$ cat config.mk
export PLATFORM = sky130hd
export DESIGN_NAME = router_fsm
export DESIGN_NICKNAME = d
export VERILOG_FILES = /design/src/rtl/router_fsm.sv
export SDC_FILE = /design/constraint.sdc
export NUM_CORES = 1
export LEC_CHECK = 0
export ABC_CLOCK_PERIOD_IN_PS = 1600
export CAP_MARGIN = 20
export CORE_AREA = 2 2 39 41
export DETAILED_ROUTE_END_ITERATION = 10
export DIE_AREA = 0 0 41 43
export PLACE_DENSITY = 0.72
export SLEW_MARGIN = 30
export SYNTH_ARGS = -nofsm -noshare
export SYNTH_HDL_FRONTEND = slang
export SYNTH_SLANG_ARGS = --single-unit
$ cat constraint.sdc
create_clock -name clk -period 1.6 [get_ports clk]
set_input_delay 0.32 -clock clk [delete_from_list [all_inputs] [get_ports clk]]
set_output_delay 0.32 -clock clk [all_outputs]
set_load 0.03 [all_outputs]
$ cat src/rtl/router_fsm.sv
// router_fsm
//   Control FSM for a 1-to-3 packet router. It decodes the header address,
//   sequences the header/payload/parity writes into the addressed output FIFO,
//   stalls the source while that FIFO is full or still draining, and returns
//   to address decode when the target FIFO is soft-reset.
//
// Ports
//   clk, rstn              clock, synchronous active-low reset
//   pkt_valid              header/payload bytes present; falls on parity byte
//   data_in[1:0]           header destination address (3 = invalid)
//   fifo_full              full flag of the addressed FIFO
//   fifo_empty_0/1/2       empty flags of output FIFOs
//   soft_rst_0/1/2         read-timeout soft resets of output FIFOs
//   parity_done            parity byte captured by the register block
//   low_pkt_valid          pkt_valid fell while the FIFO was full
//   detect_addr .. busy    Moore decodes of the state register
//   fsm_state[2:0]         current state code
module router_fsm (
  input  logic       clk,
  input  logic       rstn,
  input  logic       pkt_valid,
  input  logic [1:0] data_in,
  input  logic       fifo_full,
  input  logic       fifo_empty_0,
  input  logic       fifo_empty_1,
  input  logic       fifo_empty_2,
  input  logic       soft_rst_0,
  input  logic       soft_rst_1,
  input  logic       soft_rst_2,
  input  logic       parity_done,
  input  logic       low_pkt_valid,
  output logic       detect_addr,
  output logic       lfd_state,
  output logic       ld_state,
  output logic       full_state,
  output logic       laf_state,
  output logic       rst_int_reg,
  output logic       write_en_reg,
  output logic       busy,
  output logic [2:0] fsm_state
);

  typedef enum logic [2:0] {
    DECODE_ADDRESS     = 3'd0,
    LOAD_FIRST_DATA    = 3'd1,
    LOAD_DATA          = 3'd2,
    FIFO_FULL_STATE    = 3'd3,
    LOAD_AFTER_FULL    = 3'd4,
    LOAD_PARITY        = 3'd5,
    CHECK_PARITY_ERROR = 3'd6,
    WAIT_TILL_EMPTY    = 3'd7
  } state_t;

  state_t     r_state;
  state_t     w_next;
  logic [1:0] r_target;
  logic       w_hdr_empty;   // empty flag of the port named on data_in
  logic       w_tgt_empty;   // empty flag of the latched target
  logic       w_tgt_srst;    // soft reset of the latched target

  // Address 3 selects no FIFO: it never looks empty and never soft-resets.
  always_comb begin
    w_hdr_empty = 1'b0;
    case (data_in)
      2'd0:    w_hdr_empty = fifo_empty_0;
      2'd1:    w_hdr_empty = fifo_empty_1;
      2'd2:    w_hdr_empty = fifo_empty_2;
      default: w_hdr_empty = 1'b0;
    endcase
  end

  always_comb begin
    w_tgt_empty = 1'b0;
    w_tgt_srst  = 1'b0;
    case (r_target)
      2'd0:    begin w_tgt_empty = fifo_empty_0; w_tgt_srst = soft_rst_0; end
      2'd1:    begin w_tgt_empty = fifo_empty_1; w_tgt_srst = soft_rst_1; end
      2'd2:    begin w_tgt_empty = fifo_empty_2; w_tgt_srst = soft_rst_2; end
      default: begin w_tgt_empty = 1'b0;         w_tgt_srst = 1'b0;       end
    endcase
  end

  always_ff @(posedge clk) begin
    if (!rstn) begin
      r_state  <= DECODE_ADDRESS;
      r_target <= 2'd0;
    end else begin
      r_state <= w_next;
      if (r_state == DECODE_ADDRESS && pkt_valid)
        r_target <= data_in;
    end
  end

  always_comb begin
    w_next = r_state;
    if (w_tgt_srst) begin
      w_next = DECODE_ADDRESS;
    end else begin
      case (r_state)
        DECODE_ADDRESS:
          if (pkt_valid && data_in != 2'd3)
            w_next = w_hdr_empty ? LOAD_FIRST_DATA : WAIT_TILL_EMPTY;
        LOAD_FIRST_DATA:
          w_next = LOAD_DATA;
        LOAD_DATA:
          if (fifo_full)       w_next = FIFO_FULL_STATE;
          else if (!pkt_valid) w_next = LOAD_PARITY;
        FIFO_FULL_STATE:
          if (!fifo_full) w_next = LOAD_AFTER_FULL;
        LOAD_AFTER_FULL:
          if (parity_done)        w_next = DECODE_ADDRESS;
          else if (low_pkt_valid) w_next = LOAD_PARITY;
          else                    w_next = LOAD_DATA;
        LOAD_PARITY:
          w_next = CHECK_PARITY_ERROR;
        CHECK_PARITY_ERROR:
          w_next = fifo_full ? FIFO_FULL_STATE : DECODE_ADDRESS;
        WAIT_TILL_EMPTY:
          if (w_tgt_empty) w_next = LOAD_FIRST_DATA;
        default:
          w_next = DECODE_ADDRESS;
      endcase
    end
  end

  assign detect_addr  = (r_state == DECODE_ADDRESS);
  assign lfd_state    = (r_state == LOAD_FIRST_DATA);
  assign ld_state     = (r_state == LOAD_DATA);
  assign full_state   = (r_state == FIFO_FULL_STATE);
  assign laf_state    = (r_state == LOAD_AFTER_FULL);
  assign rst_int_reg  = (r_state == CHECK_PARITY_ERROR);
  assign write_en_reg = (r_state == LOAD_DATA) || (r_state == LOAD_AFTER_FULL) ||
                        (r_state == LOAD_PARITY);
  // The source may only push in address decode and steady payload load.
  assign busy         = !((r_state == DECODE_ADDRESS) || (r_state == LOAD_DATA));
  assign fsm_state    = r_state;

endmodule
==> metrics.md <==
| Metric | Value |
|---|---|
| Largest area contributor in the netlist | dfxtp_1 |
| Clock sinks | 5 |
| Post-synthesis sequential area ratio | 0.223 |
| Hold Path Sink | r_target[1]$_SDFFE_PN0P_ |
| Commonest non-fill, non-tap cell in the layout | buf_4 |
| Ranking of synthesized cells by area | dfxtp_1 22%, a21oi_1 7.8%, mux2i_1 6.7% |
| Worst Path Max Fanout | 13 |
| Die area | 1760 µm² |
| Fin crit share | 0.955 |
| Fin crit period | 1530 ps |
| Post-synth cell types | 27 |
| Final Hold Vio Count | 0 |
| R2R setup slack | 260 ps |
| Post-Place Worst Slack | -51.7 ps |
| Met1 Usage GRT | 0.265 |
| Fin nets | ~110 |
| Worst R2R End | fsm_state[2]$_SDFFE_PP0P_ |
| Mapped Cells | 58 |
| Slew headroom | 0.795 |
| Most crowded layer after global routing | met1 |
| Core area | between 1000 and 1500 µm² |
| Status | complete, no violations |
| Cell Pwr Density | 885 nW/µm² |
| Routed vias/inst | 5.25 |
| CTS buffer count | 3 |
| Fmax | 654 MHz |
| Most frequent cells in the layout | 14 x buf_4, 13 x clkdlybuf4s50_1, 7 x a21oi_1 |
| TritonCTS clock tree | yes |
| VDD IR max | 0.386 mV |
| Layout cells sized above 1 | 0.297 |
| Worst-Margin Slew | 309 ps |
| Largest net degree at the start of global routing | 14 |
| Top delay family on crit path | simple AND/OR/NAND/NOR gates |
| Leakage Power | 0.325 nW |
| Final Max Tran Viols | 0 |
| Total Power | 682 µW |
| Die Ht | 43 µm |
| Buf+Inv Stages, Crit Path | 2 |
| Worst R2R Path Depth | 6 |
| Post-Syn Area | 449 µm² |
| Port-buffer cells | 24 |
| Met3 Use GR | 0.0419 |
| Setup CP Type | reg -> out |
| Initial antenna violation count | 0 |
| Worst r2r src | fsm_state[0]$_SDFFE_PP0P_ |
| Detailed-route via count | 562 |
| Worst Path Required | 1280 ps |
| Setup ws final | 71.9 ps |
| Max H-tree Level | 1 |
| Critical path, cell by cell | buf_6 > or2_4 > nor2_2 > buf_6 |
| Vias in the first global route | 477 |
| Drt wl/cell | 11.9 µm |
| Net Count, Synth | slightly above 70 |
| Final WL | 1.28 mm |
| Cell mode on critical path | buf_6 |
| Die X-Extent | around 41 µm |
| Syn avg cell area | 7.74 µm² |
| Root buffer cell | clkbuf_4 |
| Reg clk slew, reported paths | 50 ps |
| Remaining antenna violation count | 0 |
| # Max-Cap Violations | 0 |
| Antenna Cells | 0 |
| Initial core utilization | 0.325 |
| Worst min-delay path class | reg -> reg |
| Layout Skew | 9.28 ps |
| CTS Buffer Depth | 2 |
| Slowest stage cell, crit path | dfxtp_1 |
| Global-route wire length before repair | 2.10 mm |
| GRT Total Usage | 0.176 |
| RSZ-0062 raised after global routing | false |
| Crit. End Element | output port |
| Yosys reg bits | 5 |
| Final setup fails | 0 |
| # IOs | 25 |
| Row cnt | 14 |
| Worst EP arrival | 1210 ps |
| Area share of the largest cell type after synthesis | 0.223 |
| Hold path cells | 2 |
| GRT overflow | 0 |
| Area growth, synth to finish | 71.6% |
| Hpwl dp | 1.04 mm |
| DR iter-0 viols | 8 |
| Hold path startpoint | r_target[1]$_SDFFE_PN0P_ |
| Syn. warnings | 0 |
| Crit-path max cell delay | ~320 ps |
| GP Congestion | 0.785 |
| GR Layer Usage met2 | 0.209 |
| Clk_lat worst skew | 250 ps |
| Pre-antenna DRT Iters | 4 |
| DRC viols | 0 |
| Critical Path Source Type | register |
[cells by family after synthesis]
logic type             Yosys count  synth area share
and+or+nand+nor                 25             0.320
AOI/OAI and AO/OA               20             0.326
DFF                              5             0.223
buffers and inverters            5            0.0641
muxes                            3            0.0669
[routing by layer]
metal  share of wire  wire length (µm)  vias up
met5               0                 0        -
met4           0.010                13        0
met3           0.054                69        2
met2            0.45               572       16
met1            0.49               622      258
li1                -                 -      286
[per-stage QoR]
stage               instance area, µm²  setup TNS [ps]  hold slack, ps  instances   util
global placement                   731         -0.0904             530        103  0.528
finish                             771               0             541        107  0.557
floorplan                          452           -10.3             474         58      -
CTS                                767               0             541        108  0.554
global route                       771               0             572        107  0.557
detailed placement                 731           -93.1             534        103  0.528
[state kept, by name, indices dropped and copies added (netlist names)]
name,cells
fsm_state,3
r_target,2
[worst max-delay path by stage]
stage,from,to,slack [ps],cells after the start
floorplan,fsm_state[1]$_SDFFE_PP0P_,write_en_reg,-10,3
global placement,data_in[1],fsm_state[2]$_SDFFE_PP0P_,-0.09,5
detailed placement,data_in[1],fsm_state[2]$_SDFFE_PP0P_,-50,5
CTS,fsm_state[0]$_SDFFE_PP0P_,ld_state,30,4
global route,fsm_state[2]$_SDFFE_PP0P_,ld_state,20,4
finish,fsm_state[0]$_SDFFE_PP0P_,ld_state,70,4
[tightest hold or removal path, stage by stage, from the launching register on]
cell      delay (ps)
dfxtp_1          360
nand2_1           70
a21boi_0          70
[report_power, final]
| group | leakage [nW] | switching [mW] | total, mW | internal (mW) |
|---|---|---|---|---|
| logic | 0.270 | 0.203 | 0.378 | 0.175 |
| clock network | 0.0150 | 0.0573 | 0.152 | 0.0947 |
| registers | 0.0409 | 0.0132 | 0.152 | 0.139 |
| total | 0.325 | 0.274 | 0.682 | 0.408 |
[cell usage after synthesis]
| master | n |
|---|---|
| o2111ai_2 | 1 |
| a21oi_1 | 7 |
| o22ai_1 | 1 |
| nand4_1 | 1 |
| and3_1 | 2 |
| o21a_1 | 1 |
| buf_2 | 2 |
| nor3_4 | 1 |
| or2_2 | 1 |
| nand2b_1 | 2 |
| nand3b_1 | 3 |
| a211o_1 | 1 |
| dfxtp_1 | 5 |
| and2b_2 | 1 |
| inv_1 | 2 |
| a21boi_0 | 2 |
| o211ai_2 | 1 |
| buf_6 | 1 |
| o32a_1 | 1 |
| mux2i_1 | 3 |
| nand3_1 | 2 |
| a31oi_1 | 1 |
| a221oi_2 | 1 |
| nor2_1 | 6 |
| nand2_1 | 5 |
| o21ai_0 | 3 |
| nor3b_1 | 1 |
[cell type report]
cell class,count,area [µm²]
Clock buffer,4,26.3
Tap cell,16,20.0
Multi-Input combinational cell,48,333
Sequential cell,5,100
Fill cell,127,613
Timing Repair Buffer,32,284
Inverter,2,7.51
[what timing repair did]
item | CTS | global route
hold buffers | 0 | 0
buffers inserted | 1 | 0
resized for setup | 5 | 2
endpoints found under the hold margin | 0 | 0
endpoints found under the setup margin | 5 | 2
pin swaps | 1 | 1
Power figures use the tool's default switching activity.
